===== src/rtl/rx_port_arbiter_250_pkg.sv =====
// Shared AXIS field widths, per-beat record and arbiter state type for the
// 250 MHz packet-filter RX path.
package packet_filter_pkg;

    localparam int AXIS_DATA_W = 512;
    localparam int AXIS_KEEP_W = 64;
    localparam int AXIS_USER_W = 16;

    typedef struct packed {
        logic [AXIS_DATA_W-1:0] tdata;
        logic [AXIS_KEEP_W-1:0] tkeep;
        logic                   tlast;
        logic [AXIS_USER_W-1:0] size;
        logic [AXIS_USER_W-1:0] src;
        logic [AXIS_USER_W-1:0] dst;
    } axis_beat_t;

    typedef enum logic {
        IDLE = 1'b0,
        BUSY = 1'b1
    } arb_state_t;

    // Port-index width; a single port still needs a 1-bit index.
    function automatic int port_idx_w(input int n);
        return (n > 1) ? $clog2(n) : 1;
    endfunction

endpackage


===== src/rtl/rx_port_arbiter_250_axis_rr_select.sv =====
// Cyclic first-one search: finds the first set request at or after i_ptr,
// wrapping past the top port back to port 0.
module axis_rr_select #(
    parameter int N = 2,
    parameter int W = 1
) (
    input  logic [N-1:0] i_req,
    input  logic [W-1:0] i_ptr,
    output logic         o_found,
    output logic [W-1:0] o_idx
);

    localparam logic [W:0] NUM = (W+1)'(N);

    logic [2*N-1:0] w_req_dbl;
    logic [N-1:0]   w_req_rot;
    logic [W:0]     w_sum;

    // Rotating the doubled vector puts the pointer's port at bit 0.
    assign w_req_dbl = {i_req, i_req};
    assign w_req_rot = N'(w_req_dbl >> i_ptr);

    always_comb begin
        o_found = 1'b0;
        w_sum   = '0;
        for (int i = N-1; i >= 0; i--) begin
            if (w_req_rot[i]) begin
                o_found = 1'b1;
                w_sum   = {1'b0, i_ptr} + (W+1)'(i);
            end
        end
        o_idx = (w_sum >= NUM) ? W'(w_sum - NUM) : W'(w_sum);
    end

endmodule


===== src/rtl/rx_port_arbiter_250.sv =====
// Packet-granular round-robin merge of the CMAC adapter RX streams into one
// registered AXIS stream, tagged with the source port, with per-port counts.
module rx_port_arbiter_250
    import packet_filter_pkg::*;
#(
    parameter int DATA_WIDTH    = AXIS_DATA_W,
    parameter int KEEP_WIDTH    = AXIS_KEEP_W,
    parameter int NUM_CMAC_PORT = 2,
    parameter int PORT_W        = port_idx_w(NUM_CMAC_PORT)
) (
    input  logic                               axis_aclk,
    input  logic                               box_rstn,
    input  logic [NUM_CMAC_PORT-1:0]           s_axis_adap_rx_250mhz_tvalid,
    input  logic [NUM_CMAC_PORT-1:0]           s_axis_adap_rx_250mhz_tlast,
    output logic [NUM_CMAC_PORT-1:0]           s_axis_adap_rx_250mhz_tready,
    input  logic [DATA_WIDTH*NUM_CMAC_PORT-1:0] s_axis_adap_rx_250mhz_tdata,
    input  logic [KEEP_WIDTH*NUM_CMAC_PORT-1:0] s_axis_adap_rx_250mhz_tkeep,
    input  logic [16*NUM_CMAC_PORT-1:0]        s_axis_adap_rx_250mhz_tuser_size,
    input  logic [16*NUM_CMAC_PORT-1:0]        s_axis_adap_rx_250mhz_tuser_src,
    input  logic [16*NUM_CMAC_PORT-1:0]        s_axis_adap_rx_250mhz_tuser_dst,
    output logic                               m_axis_tvalid,
    output logic                               m_axis_tlast,
    input  logic                               m_axis_tready,
    output logic [DATA_WIDTH-1:0]              m_axis_tdata,
    output logic [KEEP_WIDTH-1:0]              m_axis_tkeep,
    output logic [15:0]                        m_axis_tuser_size,
    output logic [15:0]                        m_axis_tuser_src,
    output logic [15:0]                        m_axis_tuser_dst,
    output logic [PORT_W-1:0]                  m_axis_port_id,
    input  logic [NUM_CMAC_PORT-1:0]           port_enable,
    output logic                               busy,
    output logic [32*NUM_CMAC_PORT-1:0]        pkt_count
);

    localparam logic [PORT_W-1:0] LAST_PORT = PORT_W'(NUM_CMAC_PORT - 1);

    arb_state_t              r_state;
    arb_state_t              w_state_next;
    logic [PORT_W-1:0]       r_grant;
    logic [PORT_W-1:0]       r_rr_ptr;
    logic [PORT_W-1:0]       r_port_id;
    logic [PORT_W-1:0]       w_sel_idx;
    logic                    w_sel_found;
    logic [NUM_CMAC_PORT-1:0] w_req;
    axis_beat_t              w_port_beat [NUM_CMAC_PORT];
    axis_beat_t              w_beat;
    axis_beat_t              r_out;
    logic                    r_m_tvalid;
    logic                    w_slot_free;
    logic                    w_accept;
    logic                    w_done;

    for (genvar p = 0; p < NUM_CMAC_PORT; p++) begin : gen_beat
        assign w_port_beat[p] = {s_axis_adap_rx_250mhz_tdata[p*DATA_WIDTH +: DATA_WIDTH],
                                 s_axis_adap_rx_250mhz_tkeep[p*KEEP_WIDTH +: KEEP_WIDTH],
                                 s_axis_adap_rx_250mhz_tlast[p],
                                 s_axis_adap_rx_250mhz_tuser_size[p*16 +: 16],
                                 s_axis_adap_rx_250mhz_tuser_src[p*16 +: 16],
                                 s_axis_adap_rx_250mhz_tuser_dst[p*16 +: 16]};
    end

    assign w_req       = s_axis_adap_rx_250mhz_tvalid & port_enable;
    assign w_beat      = w_port_beat[r_grant];
    assign w_slot_free = !r_m_tvalid || m_axis_tready;
    assign w_accept    = (r_state == BUSY) && s_axis_adap_rx_250mhz_tvalid[r_grant] && w_slot_free;
    assign w_done      = w_accept && w_beat.tlast;

    axis_rr_select #(
        .N (NUM_CMAC_PORT),
        .W (PORT_W)
    ) u_rr_select (
        .i_req   (w_req),
        .i_ptr   (r_rr_ptr),
        .o_found (w_sel_found),
        .o_idx   (w_sel_idx)
    );

    always_comb begin
        s_axis_adap_rx_250mhz_tready = '0;
        if (r_state == BUSY) begin
            s_axis_adap_rx_250mhz_tready[r_grant] = w_slot_free;
        end
    end

    always_comb begin
        w_state_next = r_state;
        case (r_state)
            IDLE: if (w_sel_found) w_state_next = BUSY;
            BUSY: if (w_done)      w_state_next = IDLE;
        endcase
    end

    // Grant is only re-evaluated in IDLE, so a packet always finishes on its port.
    always_ff @(posedge axis_aclk or negedge box_rstn) begin
        if (!box_rstn) begin
            r_state  <= IDLE;
            r_grant  <= '0;
            r_rr_ptr <= '0;
        end else begin
            r_state <= w_state_next;
            if (r_state == IDLE && w_sel_found) begin
                r_grant <= w_sel_idx;
            end
            if (w_done) begin
                r_rr_ptr <= (r_grant == LAST_PORT) ? '0 : r_grant + 1'b1;
            end
        end
    end

    always_ff @(posedge axis_aclk or negedge box_rstn) begin
        if (!box_rstn) begin
            r_out      <= '0;
            r_port_id  <= '0;
            r_m_tvalid <= 1'b0;
        end else if (w_accept) begin
            r_out      <= w_beat;
            r_port_id  <= r_grant;
            r_m_tvalid <= 1'b1;
        end else if (m_axis_tready) begin
            r_m_tvalid <= 1'b0;
        end
    end

    for (genvar p = 0; p < NUM_CMAC_PORT; p++) begin : gen_port
        logic [31:0] r_pkt_count;

        always_ff @(posedge axis_aclk or negedge box_rstn) begin
            if (!box_rstn) begin
                r_pkt_count <= '0;
            end else if (w_done && r_grant == PORT_W'(p)) begin
                r_pkt_count <= r_pkt_count + 32'd1;
            end
        end

        assign pkt_count[p*32 +: 32] = r_pkt_count;
    end

    assign m_axis_tvalid     = r_m_tvalid;
    assign m_axis_tlast      = r_out.tlast;
    assign m_axis_tdata      = r_out.tdata;
    assign m_axis_tkeep      = r_out.tkeep;
    assign m_axis_tuser_size = r_out.size;
    assign m_axis_tuser_src  = r_out.src;
    assign m_axis_tuser_dst  = r_out.dst;
    assign m_axis_port_id    = r_port_id;
    assign busy              = (r_state == BUSY);

endmodule


===== config.mk =====
export PLATFORM = sky130hd
export DESIGN_NAME = rx_port_arbiter_250
export DESIGN_NICKNAME = d
export VERILOG_FILES = /design/src/rtl/rx_port_arbiter_250_pkg.sv /design/src/rtl/rx_port_arbiter_250_axis_rr_select.sv /design/src/rtl/rx_port_arbiter_250.sv
export SDC_FILE = /design/constraint.sdc
export NUM_CORES = 1
export LEC_CHECK = 0
export ABC_AREA = 1
export ABC_CLOCK_PERIOD_IN_PS = 1600
export CORE_AREA = 3 3 749 751
export CTS_BUF_LIST = sky130_fd_sc_hd__clkbuf_16
export CTS_CLUSTER_DIAMETER = 120
export DETAILED_ROUTE_END_ITERATION = 8
export DIE_AREA = 0 0 752 754
export PLACE_DENSITY = 0.33
export SLEW_MARGIN = 20
export SYNTH_ARGS = -nofsm -noshare
export SYNTH_HDL_FRONTEND = slang
export SYNTH_SLANG_ARGS = --single-unit
export TNS_END_PERCENT = 1

===== constraint.sdc =====
create_clock -name axis_aclk -period 1.6 [get_ports axis_aclk]
set_clock_uncertainty 0.05 [all_clocks]
set_input_delay 0.24 -clock axis_aclk [delete_from_list [all_inputs] [get_ports axis_aclk]]
set_output_delay 0.24 -clock axis_aclk [all_outputs]
set_load 0.01 [all_outputs]

==> impl_results.md, run 1 <==
* Run status: finished with violations
* Violated checks: setup timing
* Row count at between 200 and 300
* Arrival time worst endpoint at around 2.0 ns
* Fin. max-slew vios at 0
* Commonest non-fill, non-tap cells in the layout: nor2_1 (1,330), clkdlybuf4s50_1 (1,258), dlygate4sd3_1 (1,012)
* Skew-Pair Late Insertion Delay at 0.81 ns
* Sequential area share after synthesis at 0.528
* Share of layout cells above drive strength 1 at 0.187
* Hold Crit Start: s_axis_adap_rx_250mhz_tdata[407]
* Clk pin slew, worst setup/hold paths at approximately 0.05 ns
* Min cycle time layout at about 2.2 ns
* Vias in the first global route at roughly 44,000
* P_leak at 31.9 nW
* Detail Route Antenna Nets at 0
* Num CTS Buffers at 107
* Final worst setup slack at -0.647 ns
* Largest net degree at the start of global routing at about 110
* CTS tree: built
* Final cycle utilization of the critical path at 1.40
* I/O pin count at about 2,000
* Critical path endpoint category: output port
* Yosys cell types at 26
* Yosys Warn Count at 0
* Setup TNS at -356.29 ns
* Max-cap violation count at 0
* Initial Utilization at 0.0592
* HP Class: input pin to register
* Reg2reg setup slack at -0.57 ns
* GP Congestion at 0.920
* Top sig layer: met5
* Final core utilization at 0.140
* R2r startpoint: r_grant$_DFFE_PN0P_
* Synth Net Count at about 5,200
* Die Height at roughly 750 microns
* Setup Crit Path Kind: register to output port
* Total GRT Usage at 0.147
* Worst hold path stage count at 3
* GRT overflow at 0
* Die W at between 700 and 800 microns
* CTS max path bufs at 4
* FMAX at 445 MHz
* Finish-stage setup viols at roughly 1,700
* P&R area growth vs syn at 137%
* Clk root buf: clkbuf_16
* Vias at about 44,000
* Final wirelength at 434,000 microns
* Hold slack at a little under 0.09 ns
* Initial antenna violation count at 433
* Unrepaired setup endpoints after global routing: true
* Post-DP Area at ~65,000 sq um
* DRT met1 WL at 186,000 microns
* Least-Margin Pin Slew at a little over 0.7 ns
* Synth Area per Inst at between 8 and 9 sq um
* TritonCTS Sinks at ~690
* Layout Nets at 8,367
* Design Area, Final at a little under 80,000 sq um
* Fin. Hold Viols at 0
* Yosys reg bits at between 600 and 700
* FF-to-FF End: m_axis_tdata[250]$_DFFE_PN0P_
* Met3 wire length at 45,700 microns
* WL/cell at 29.4 microns
* IR drop worst, VDD at between 1 and 1.5 mV
* Synthesized cell area at approximately 33,000 sq um
* IO Port Bufs at 1,950
* Syn Inst Count at just under 4,000
* Pwr Total at ~130 mW
* Core area at between 500,000 and 600,000 sq um
* Most common cell after layout, fill and taps aside: nor2_1
* CTS H-tree depth at 3
* Critical Path Start Type: register
* WHS Endpoint: m_axis_tdata[407]$_DFFE_PN0P_
* Final HPWL DP at approximately 390,000 microns
* DR pass1 iterations at 5
* Max_slew headroom at 0.519
* WL met2 at between 150,000 and 200,000 microns
* First-pass GRT wire length at 531,000 microns
* Die area at approximately 570,000 sq um
* Remaining DRCs at 0
* Fillcell total at 63,700
* Critical Path RT at 1.31 ns
* Detailed-route vias per instance at 2.98
* Maximum fanout along the worst path at 4
* Power Density at roughly 1600 nW/um^2
* Starting DRC count in detailed routing at ~3,100
* R2R depth at 9
-- report_power, final --
| group | internal [mW] | leakage [nW] | total, mW | switching, mW |
|---|---|---|---|---|
| combinational | 29.6 | 21.7 | 72.0 | 42.4 |
| clock | 12.7 | 1.70 | 22.8 | 10.1 |
| sequential | 25.8 | 8.51 | 32.9 | 7.03 |
-- cells by family after synthesis --
family                   Yosys count  share of synthesized area
XOR/XNOR                          28                    0.00745
flip-flops                       694                      0.528
adder cells (fa/ha/maj)            2                   0.000760
AND/OR/NAND/NOR                 2262                      0.263
buffers and inverters            340                     0.0479
AO/OA/AOI/OAI                    636                      0.154
-- how the worst max path moves through the flow --
stage,from,slack [ns],end,depth (start not counted)
final,r_grant$_DFFE_PN0P_,-0.65,s_axis_adap_rx_250mhz_tready[0],5
after global placement,s_axis_adap_rx_250mhz_tvalid[1],-0.90,m_axis_tdata[161]$_DFFE_PN0P_,9
after floorplan,gen_port[1].r_pkt_count[0]$_DFFE_PN0P_,-0.02,gen_port[1].r_pkt_count[20]$_DFFE_PN0P_,8
after detailed placement,s_axis_adap_rx_250mhz_tvalid[1],-0.92,m_axis_tdata[9]$_DFFE_PN0P_,9
after CTS,r_grant$_DFFE_PN0P_,-0.80,s_axis_adap_rx_250mhz_tready[0],5
after global routing,r_grant$_DFFE_PN0P_,-0.77,s_axis_adap_rx_250mhz_tready[0],5
-- cell usage after synthesis, drive strengths merged --
cell type  instances  share of area
a21o               2        0.00046
and2               1        0.00019
buf              203          0.032
clkbuf            82         0.0094
dfrtp            694           0.53
ha                 2        0.00076
inv               55         0.0063
nand2            848          0.097
nand3             35         0.0055
nand3b             9         0.0021
nand4             19         0.0036
nor2            1344           0.15
nor3               6        0.00091
o21ai              9         0.0014
o31ai            625           0.15
xnor2             15         0.0040
xor2              13         0.0035
-- registers in the layout, summed over array words and instances, names as in the netlist --
signal and flops:
m_axis_tkeep 64, m_axis_tuser_dst 16, m_axis_tvalid 1, r_rr_ptr 1
m_axis_port_id 1, gen_port.r_pkt_count 64, m_axis_tlast 1, m_axis_tuser_src 16
m_axis_tdata 512, r_grant 1, m_axis_tuser_size 16, busy 1
-- final cells by class --
cell class	count	area, sq um	share of cell area
timing repair buffer	3322	33200	0.426
sequential	694	17400	0.224
multi-input combinational	2928	14300	0.183
tap	7452	9320	0.120
clock buffer	107	2680	0.0344
clock inverter	85	537	0.00689
antenna	135	338	0.00433
inverter	55	214	0.00275
-- worst max-delay path, cell delays in order, from the launching register on --
cell,delay (ns)
dfrtp_4,0.53
buf_12,0.16
buf_12,0.12
buf_12,0.12
nor2_4,0.09
buf_12,0.11
-- repair_timing --
| action | in CTS | in global routing |
|---|---|---|
| pin swaps | 1 | 5 |
| hold buffers | 1012 | 0 |
| hold endpoints to repair | 1305 | 0 |
| endpoints found under the setup margin | 1387 | 1674 |
| cloned | 1 | 0 |
| setup buffers | 16 | 11 |
| gates resized for setup | 947 | 771 |
-- routing by layer --
layer,global-route usage,vias up
li1,-,19700
met4,0.0408,184
met1,0.187,21100
met2,0.226,2334
met5,0,-
met3,0.0601,740
-- stage by stage --
stage | setup slack, ns | cells
3_5_place_dp | -0.919 | 13400
5_1_grt | -0.773 | 14700
2_1_floorplan | -0.0173 | 3962
6_report | -0.647 | 14800
4_1_cts | -0.800 | 14600
3_3_place_gp | -0.899 | 13400
Power figures use the tool's default switching activity.
==> run 2, diff against run 1 <==
- CAP_MARGIN: default -> 20
- CTS_CLUSTER_DIAMETER: 120 -> default
==> impl_results.md, run 2 (synthesized netlist as in run 1, its figures left out) <==
* Run status: finished with violations
* Violated checks: setup timing
* HP Class: input pin to register
* Max reg flops at approximately 510
* Final wirelength at between 400,000 and 500,000 microns
* Pre-CTS WS at -0.919 ns
* Final worst setup slack at -0.668 ns
* Finish-stage setup viols at between 1,500 and 2,000
* First-pass GRT wire length at ~530,000 microns
* GP Congestion at 0.920
* Dpl cells at about 13,000
* CTS max path bufs at 4
* Layout Nets at roughly 8,400
* Min cycle time layout at ~2.3 ns
* Final HPWL DP at between 300,000 and 400,000 microns
* Max_slew headroom at 0.505
* Initial antenna violation count at about 430
* Final cell count without fillers at about 15,000
* Fin. max-slew vios at 0
* Core area at between 500,000 and 600,000 sq um
* R2r startpoint: r_grant$_DFFE_PN0P_
* Maximum fanout along the worst path at 4
* Multi-input gate area at about 14,000 sq um
* Share of layout cells above drive strength 1 at 0.188
* DRT met1 WL at 191,000 microns
* Top sig layer: met5
* Hold slack at roughly 0.097 ns
* Crit. Startpoint: r_grant$_DFFE_PN0P_
* Total GRT Usage at 0.147
* WL/cell at 29.6 microns
* Top cell family by delay on the critical path: flip-flops
* Detail Route Antenna Nets at 0
* Critical path endpoint category: output port
* Remaining DRCs at 0
* Setup Crit Path Kind: register to output port
* Skew-Pair Late Insertion Delay at just over 0.8 ns
* Die area at around 570,000 sq um
* Hold Crit Start: s_axis_adap_rx_250mhz_tdata[127]
* Unrepaired setup endpoints after global routing: true
* WL met2 at roughly 190,000 microns
* Vias in the first global route at roughly 44,000
* WP buf/inv at 4
* Starting DRC count in detailed routing at a little over 3,000
* Final cycle utilization of the critical path at 1.42
* I/O pin count at slightly below 2,000
* GRT overflow at 0
* CTS H-tree depth at 3
* Power Density at approximately 1700 nW/um^2
* Vias at ~44,000
* CP most frequent cell: buf_12
* Critical Path Start Type: register
* Clk pin slew, worst setup/hold paths at around 0.060 ns
* P_leak at 32.1 nW
* Detailed-route vias per instance at ~3
* Num CTS Buffers at ~110
* Sequential cell area at ~17,000 sq um
* DR pass1 iterations at 5
* Met3 wire length at ~43,000 microns
* Critical path cell sequence: buf_12 -> buf_12 -> buf_12 -> nor2_4 -> buf_12
* FMAX at about 440 MHz
* IR drop worst, VDD at about 1.0 mV
* Max-cap violation count at 0
* Fin. Hold Viols at 0
* CP peak stage delay at 0.54 ns
* CTS tree: built
* Die W at 752 microns
* Initial Utilization at 0.0592
* IO Port Bufs at slightly below 2,000
* TritonCTS Sinks at 694
* Fillcell total at ~64,000
* Most common cell after layout, fill and taps aside: nor2_1
* P&R area growth vs syn at 139%
* Largest net degree at the start of global routing at between 100 and 150
* Row count at ~270
* Worst path slowest cell: dfrtp_4
* Clk root buf: clkbuf_16
* Arrival time worst endpoint at around 2 ns
* Least-Margin Pin Slew at approximately 0.74 ns
* Critical Path RT at between 1 and 1.5 ns
* Commonest non-fill, non-tap cells in the layout: nor2_1 (1,332), clkdlybuf4s50_1 (1,289), dlygate4sd3_1 (1,017)
* Die Height at approximately 750 microns
run 2: tightest hold or removal path: stages:
cell,delay [ns]
clkdlybuf4s50_1,0.45
nor2_1,0.14
o31ai_1,0.09
run 2: path summary, 6_finish.rpt:
check	cells past startpoint	endpoint	slack, ns
worst min register to register	2	m_axis_tdata[504]$_DFFE_PN0P_	0.43
worst min-delay path	3	m_axis_tdata[127]$_DFFE_PN0P_	0.1
min in group asynchronous	4	m_axis_tdata[339]$_DFFE_PN0P_	0.16
max in group asynchronous	5	gen_port[0].r_pkt_count[27]$_DFFE_PN0P_	-0.35
worst max-delay path	5	s_axis_adap_rx_250mhz_tready[0]	-0.67
worst max register to register	9	m_axis_tuser_size[13]$_DFFE_PN0P_	-0.56
run 2: final cells by class:
class / count / area share
repair buffers: 3338 / 0.429
multi-input cells: 2928 / 0.184
inverters: 55 / 0.00275
clock buffers: 107 / 0.0340
well taps: 7452 / 0.119
diodes: 129 / 0.00410
flip-flops and latches: 694 / 0.222
clock inverters: 83 / 0.00651
run 2: what timing repair did:
action | in CTS | in global routing
cloned | 1 | 9
pin swaps | 1 | 2
buffers inserted | 16 | 13
hold buffers | 1017 | 0
hold endpoints to repair | 1305 | 0
setup endpoints to repair | 1387 | 1675
gates resized for setup | 963 | 727
run 2: power breakdown:
group | internal (mW) | switching (mW)
combinational | 30.9 | 43.3
sequential | 25.8 | 7.05
clock | 12.5 | 10.3
total | 69.2 | 60.7
run 2: stage by stage:
stage,setup TNS [ns],util,area [sq um],power [mW]
global placement,-461.44,0.117,65000,106
finish,-412.00,0.142,78700,130
floorplan,-0.0173,-,32900,55.1
detailed placement,-469.84,0.117,65000,106
CTS,-612.83,0.142,78700,133
global route,-529.67,0.141,78500,137
run 2: layer usage:
metal	GRT usage	vias up
li1	-	19700
met5	0	-
met4	0.0386	172
met1	0.189	21500
met3	0.0575	737
met2	0.228	2324
